**src/rtl/alu_arbiter.sv**
```systemverilog
// Round-robin front end sharing one combinational ALU between two requesters; accept-to-response is 2 cycles.
// A held response blocks new accepts until its owner takes it; the next grant overlaps that handshake.
module alu_arbiter #(
  parameter int WIDTH = 32
) (
  input  logic             clk_i,
  input  logic             rst_ni,
  input  logic             req0_valid_i,
  input  logic             req1_valid_i,
  output logic             req0_ready_o,
  output logic             req1_ready_o,
  input  logic [WIDTH-1:0] req0_op_a_i,
  input  logic [WIDTH-1:0] req1_op_a_i,
  input  logic [WIDTH-1:0] req0_op_b_i,
  input  logic [WIDTH-1:0] req1_op_b_i,
  input  logic [3:0]       req0_ctrl_i,
  input  logic [3:0]       req1_ctrl_i,
  output logic             rsp0_valid_o,
  output logic             rsp1_valid_o,
  input  logic             rsp0_ready_i,
  input  logic             rsp1_ready_i,
  output logic [WIDTH-1:0] rsp_data_o,
  output logic [WIDTH-1:0] alu_operand_a_o,
  output logic [WIDTH-1:0] alu_operand_b_o,
  output logic [3:0]       alu_control_o,
  input  logic [WIDTH-1:0] alu_data_i,
  output logic             busy_o
);

  typedef enum logic [1:0] {
    IDLE = 2'd0,
    EXEC = 2'd1,
    RESP = 2'd2
  } state_t;

  state_t           r_state;
  state_t           w_state_nxt;
  logic             r_prio;
  logic             r_gnt;
  logic [WIDTH-1:0] r_op_a;
  logic [WIDTH-1:0] r_op_b;
  logic [3:0]       r_ctrl;
  logic [WIDTH-1:0] r_result;

  logic w_rsp_hs;
  logic w_win;
  logic w_gnt0;
  logic w_gnt1;
  logic w_any_gnt;

  // Only the latched owner's ready counts; the other response port is ignored.
  assign w_rsp_hs  = (r_state == RESP) && (r_gnt ? rsp1_ready_i : rsp0_ready_i);
  // Reset gates the accept window so no ready escapes while rst_ni is low.
  assign w_win     = rst_ni && ((r_state == IDLE) || w_rsp_hs);
  assign w_gnt0    = w_win && req0_valid_i && (!req1_valid_i || (r_prio == 1'b0));
  assign w_gnt1    = w_win && req1_valid_i && (!req0_valid_i || (r_prio == 1'b1));
  assign w_any_gnt = w_gnt0 || w_gnt1;

  always_comb begin
    w_state_nxt = r_state;
    case (r_state)
      IDLE: if (w_any_gnt) w_state_nxt = EXEC;
      EXEC: w_state_nxt = RESP;
      RESP: if (w_rsp_hs) w_state_nxt = w_any_gnt ? EXEC : IDLE;
      default: w_state_nxt = IDLE;
    endcase
  end

  always_ff @(posedge clk_i or negedge rst_ni) begin
    if (!rst_ni) begin
      r_state <= IDLE;
    end else begin
      r_state <= w_state_nxt;
    end
  end

  always_ff @(posedge clk_i or negedge rst_ni) begin
    if (!rst_ni) begin
      r_prio   <= 1'b0;
      r_gnt    <= 1'b0;
      r_op_a   <= '0;
      r_op_b   <= '0;
      r_ctrl   <= '0;
      r_result <= '0;
    end else begin
      if (w_any_gnt) begin
        r_op_a <= w_gnt1 ? req1_op_a_i : req0_op_a_i;
        r_op_b <= w_gnt1 ? req1_op_b_i : req0_op_b_i;
        r_ctrl <= w_gnt1 ? req1_ctrl_i : req0_ctrl_i;
        r_gnt  <= w_gnt1;
        // Priority passes to the requester that lost (or did not compete).
        r_prio <= w_gnt0;
      end
      if (r_state == EXEC) begin
        r_result <= alu_data_i;
      end
    end
  end

  assign req0_ready_o    = w_gnt0;
  assign req1_ready_o    = w_gnt1;
  assign rsp0_valid_o    = (r_state == RESP) && !r_gnt;
  assign rsp1_valid_o    = (r_state == RESP) && r_gnt;
  assign rsp_data_o      = r_result;
  assign alu_operand_a_o = r_op_a;
  assign alu_operand_b_o = r_op_b;
  assign alu_control_o   = r_ctrl;
  assign busy_o          = (r_state != IDLE);

endmodule

```
**config.mk**
```make
export PLATFORM = sky130hd
export DESIGN_NAME = alu_arbiter
export DESIGN_NICKNAME = d
export VERILOG_FILES = /design/src/rtl/alu_arbiter.sv
export SDC_FILE = /design/constraint.sdc
export NUM_CORES = 1
export LEC_CHECK = 0
export ABC_AREA = 1
export CAP_MARGIN = 0
export CORE_ASPECT_RATIO = 1.1
export CORE_UTILIZATION = 37
export DETAILED_ROUTE_END_ITERATION = 7
export GPL_TIMING_DRIVEN = 0
export PLACE_DENSITY_LB_ADDON = 0.25
export SETUP_SLACK_MARGIN = 0.5
export SLEW_MARGIN = 40
export SYNTH_ARGS = -nofsm -noshare
export SYNTH_HDL_FRONTEND = slang
export SYNTH_SLANG_ARGS = --single-unit
```
**constraint.sdc**
```tcl
create_clock -name clk_i -period 1.35 [get_ports clk_i]
set_input_delay 0.27 -clock clk_i [delete_from_list [all_inputs] [get_ports clk_i]]
set_output_delay 0.27 -clock clk_i [all_outputs]
set_load 0.005 [all_outputs]
```
**Word-level counts from Yosys, hierarchy flattened**

Index checks and enable logic that the tools add are counted.

- Register bits after elaboration: 104
- Input port bits: 174
- Logic and storage cells: 38
- Output and inout bits: 105

- Muxes and demuxes: 8
- Reductions and logical operators: 18
- Bitwise gates (word level): 1
- Equal/unequal tests: 4

Operators by type and width:

| operator | number |
|---|---|
| $mux W32 | 2 |
| $logic_and A1 B1 Y1 | 8 |
| $pmux W2 S3 | 1 |
| $logic_or A1 B1 Y1 | 4 |
| $mux W2 | 2 |
| $mux W4 | 1 |
| $ne A2 B2 Y1 const B | 2 |
| $logic_not A1 Y1 | 3 |
| $eq A2 B1 Y1 const B | 1 |
| $eq A2 B2 Y1 const B | 1 |
| $logic_not A2 Y1 | 1 |
| $mux W1 | 2 |
| $reduce_and A2 Y1 | 1 |
| $reduce_bool A2 Y1 | 1 |
| $not A1 Y1 | 1 |

**Depth between registers and ports, before layout**

- Depth in word-level cells: 10
- Mapped depth: 9
- Depth with buffers taken out: 7

**Least setup slack after synthesis**

OpenSTA, ideal clock, no wires.

- Path kind: reg-to-reg
- Start: register r_state[0]
- End: register r_op_a[0], in the netlist alu_operand_a_o[0]
- Required time: 1.233 ns
- Cell stages (with the launch flop): 7
- Buffers on the path: 2
- Clock period less this slack: 1.405 ns
- Setup time: 0.117 ns
- Arrival: 1.288 ns
- Path slack: -0.055 ns
- Cell sequence: dfrtp_1 > nor2_4 > buf_2 > clkbuf_1 > nand4_1 > nand3_1 > nand2_1

- Longest elaborated chain between the ends: 7
- Elaborated cells between the ends (all ways): 11
- Classes of those cells: 1 x eq/ne; 1 x mux; 9 x reduce/logical

RTL lines:

| item | RTL line | text |
|---|---|---|
| from (decl) | 36 | `state_t r_state;` |
| from (signal assigned) | 73 | `r_state <= w_state_nxt;` |
| $eq A2 B2 Y1 | 52 | `assign w_rsp_hs = (r_state == RESP) && (r_gnt ? rsp1_ready_i : rsp0_ready_i);` |
| $logic_and A1 B1 Y1 | 52 |  |
| $logic_or A1 B1 Y1 * | 54 | `assign w_win = rst_ni && ((r_state == IDLE) \|\| w_rsp_hs);` |
| $logic_and A1 B1 Y1 * | 54 |  |
| $logic_and A1 B1 Y1, on equally long branches (2 in a row) | 56, 55 |  |
| $mux W32 or $logic_or A1 B1 Y1 (tied branches) | 87, 57 |  |
| to (signal assigned) | 87 | `r_op_a <= w_gnt1 ? req1_op_a_i : req0_op_a_i;` |
| to (decl) | 40 | `logic [WIDTH-1:0] r_op_a;` |

Every way passes the cells marked *; elsewhere a longest branch is shown, timed or not.
A chain may end at the register's enable or synchronous reset.

**Worst setup path in the final report**

- Start: register r_gnt
- End: output port req1_ready_o

- Longest elaborated chain between the ends: 6

RTL lines:

| item | RTL line | text |
|---|---|---|
| from (decl) | 39 | `logic r_gnt;` |
| from (signal assigned) | 90 | `r_gnt <= w_gnt1;` |
| $mux W1 | 52 |  |
| $logic_and A1 B1 Y1 | 52 |  |
| $logic_or A1 B1 Y1 | 54 |  |
| $logic_and A1 B1 Y1 | 54 |  |
| $logic_and A1 B1 Y1 (2 in a row) | 56 | `assign w_gnt1 = w_win && req1_valid_i && (!req0_valid_i \|\| (r_prio == 1'b1));` |
| to (decl) | 11 | `output logic req1_ready_o,` |

Every way passes these cells.

==> flow_metrics.env <==
export IMPL_gp_congestion=0.8216
export IMPL_worst_path_buf_inv=5
export IMPL_postRouteAntennaNets=0
export IMPL_max_stage_delay_ns=0.41
export IMPL_cts_tree="yes"
export IMPL_critPathMaxFanout=3
export IMPL_finalNetCount=1213
export IMPL_die_w_microns=118.0
export IMPL_ys_flop_type="dfrtp_1"
export IMPL_ys_top_cells_by_count="142 x inv_1, 142 x nand2_1, 136 x nand3_1"
export IMPL_htreeDepth=3
export IMPL_outcome="finished, violations left"
export IMPL_grt_overflow=0
export IMPL_clk_latency_ns=0.35
export IMPL_muxShareOfSynthArea_pct=6.581
export IMPL_fmax_ghz=0.5886
export IMPL_yosys_area_share_simple_pct=30.94
export IMPL_rsz0062_at_grt="yes"
export IMPL_finalCritPeriodShare_pct=125.8
export IMPL_worstHoldPathType="in -> async"
export IMPL_drive_gt1_share_pct=28.07
export IMPL_path_cells="inv_2, nand2_4, nand3_4, buf_6, nand3_4, buf_8, inv_4, buf_6"
export IMPL_synthAdderAreaFrac_pct=0
export IMPL_drt_total_wl_mm=19.63
export IMPL_syn_to_final_growth_pct=73.40
export IMPL_ys_warn_count=0
export IMPL_antenna_cells=0
export IMPL_tns_ns=-17.56
export IMPL_first_pass_iters=5
export IMPL_num_rows=46
export IMPL_grt_max_degree=40
export IMPL_critPathKind="reg -> out"
export IMPL_vdd_drop_max_uv=704.3
export IMPL_grt_first_pass_wirelength_mm=30.68
export IMPL_leakagePower_nw=5.176
export IMPL_synth_top_cell_by_area="dfrtp_1"
export IMPL_initial_core_util_pct=37.90
export IMPL_async_reset_ff_share_pct=100.0
export IMPL_worst_pin_slew_ns=0.2629
export IMPL_maxCapViolCount=0
export IMPL_synth_edf_count=0
export IMPL_core_sq_um=14450
export IMPL_fin_skew_ns=0.004668
export IMPL_drv_slew=0
export IMPL_grt_pass1_vias=5777
export IMPL_slowest_stage="dfrtp_1"
export IMPL_hpwl_mm=13.13
export IMPL_final_min_clock_period_ns=1.699
export IMPL_p_total_mw=16.99
export IMPL_antenna_found_initial=0
export IMPL_power_density_nw_per_um2=1789
export IMPL_synth_seq_cells=104
export IMPL_violations="negative hold slack, negative setup slack"
export IMPL_dr_first_iter_drc_count=285
export IMPL_synthTopCellsByArea="dfrtp_1 48%, nand3_1 12%, inv_1 9.7%"
export IMPL_timing_final_ws_setup_ns=-0.3489
export IMPL_clkTransAtPathRegs_ns=0.07
export IMPL_cp_arrival_ns=1.43
export IMPL_portBuffers=278
export IMPL_final_setup_viol_count=85
export IMPL_via_count=6009
export IMPL_critPathLaunchType="flip-flop"
export IMPL_synth_top_family_by_area="simple AND/OR/NAND/NOR gates"
export IMPL_synth_xor_area_share_pct=0
export IMPL_die_h_microns=129.6
export IMPL_synth_compound_area_share_pct=0.5713
export IMPL_cp_required_ns=1.08
export IMPL_syn_nets=865
export IMPL_cts_made_buffers=9
export IMPL_synth_top_area_share_pct=47.53
export IMPL_yosysSeqAreaShare_pct=47.53
export IMPL_crit_family="buffers and inverters"
export IMPL_synth_area_per_cell_sq_um=7.924
export IMPL_post_drt_wl_per_cell_microns=15.89
export IMPL_syn_area_sq_um=5475
export IMPL_cts_sinks=104
export IMPL_hold_violations=36
export IMPL_root_buffer="clkbuf_16"
export IMPL_via_per_inst=4.862
export IMPL_worstSetupEndpointType="output port"
export IMPL_synth_cells=691
export IMPL_grt_usage_pct=25.82
export IMPL_drc=0
export IMPL_io_pins=279
export IMPL_die_area_sq_um=15290
export IMPL_whs_ns=-0.2421
export IMPL_clockBufferDepth=2
export IMPL_slew_headroom_pct=82.48
export IMPL_synth_cell_type_count=18
cells by family after synthesis:
| family | Yosys count |
|---|---|
| AO/OA/AOI/OAI | 5 |
| flip-flops | 104 |
| buffers and inverters | 197 |
| AND/OR/NAND/NOR | 353 |
| multiplexers | 32 |
final timing paths:
kind                                start             endpoint  slack (ns)  cells after the start
setup / recovery                    r_gnt         req1_ready_o       -0.35                      8
hold / removal                     rst_ni  alu_operand_b_o[19]       -0.24                      1
setup reg to reg                    r_gnt  alu_operand_b_o[17]       -0.33                     10
hold reg to reg            rsp_data_o[26]       rsp_data_o[26]        0.50                      1
max in group asynchronous          rst_ni  alu_operand_a_o[22]        0.98                      2
min in group clk_i         rsp_data_o[26]       rsp_data_o[26]        0.50                      1
flip-flops by register name (all words and copies together) (netlist names):
signal and flops:
alu_operand_b_o 32, rsp_data_o 32, alu_control_o 4, r_prio 1
alu_operand_a_o 32, r_gnt 1, r_state 2
layer usage:
metal  wire length, microns  track usage [%]  share of wire, %
met5                      0                0                 0
met4                    360            8.522               1.8
met2                   9715            45.19                49
met1                   8209            32.01                42
met3                   1349            5.150               6.9
worst register-to-register path, stage by stage, from the launching register on:
cell	delay [ns]
dfrtp_1	0.41
nand2_2	0.11
nand3_4	0.10
buf_6	0.14
nand3_4	0.06
buf_4	0.18
nand2_8	0.09
buf_8	0.15
buf_6	0.14
nand3_1	0.11
nand2_1	0.07
repair_timing:
action                     in CTS  in global routing
hold endpoints to repair       36                 36
setup buffers                  49                  3
cloned                          5                  1
setup endpoints to repair     209                209
pin swaps                       9                  4
resized for setup             512                 16
area by class of cell:
| type | instances | area [sq um] |
|---|---|---|
| Fill cell | 1232 | 4952 |
| Timing Repair Buffer | 337 | 2969 |
| Sequential cell | 104 | 2603 |
| Multi-Input combinational cell | 390 | 2316 |
| Inverter | 144 | 555.5 |
| Buffer | 53 | 490.5 |
| Tap cell | 192 | 240.2 |
| Clock buffer | 9 | 225.2 |
| Clock inverter | 7 | 95.09 |
metrics by stage:
step	setup slack [ns]	cells	hold slack, ns	utilization, %	instance area (sq um)
global route	-0.4328	1236	-0.2322	65.72	9494
finish	-0.3489	1236	-0.2421	65.72	9494
detailed placement	-1.357	1162	0.1596	60.45	8732
floorplan	0.06324	691	-0.02559	-	5677
CTS	-0.3862	1232	-0.2410	64.91	9378
global placement	-5.174	1161	0.4857	60.22	8700
cells in the final DEF (no fill, tap or decap), drive strengths merged:
cell           Yosys  routed
nand3            139     139
clkinvlp           0       1
clkinv             0       3
clkbuf            14      25
nand4             68      68
a21oi              1       1
nand2            143     143
clkdlybuf4s50      0     171
bufinv             0       2
mux2              32      32
inv              144     145
dfrtp            104     104
nor2               3       3
bufbuf             0       2
a21boi             1       1
dlygate4sd2        0       1
o21ai              3       3
buf               39     200
power by group:
group	internal (mW)	switching, mW	leakage [nW]
combinational	4.75	3.90	3.76
sequential	4.66	0.841	1.26
clock	1.63	1.21	0.156
No activity file was read; power rests on OpenSTA's default activity.
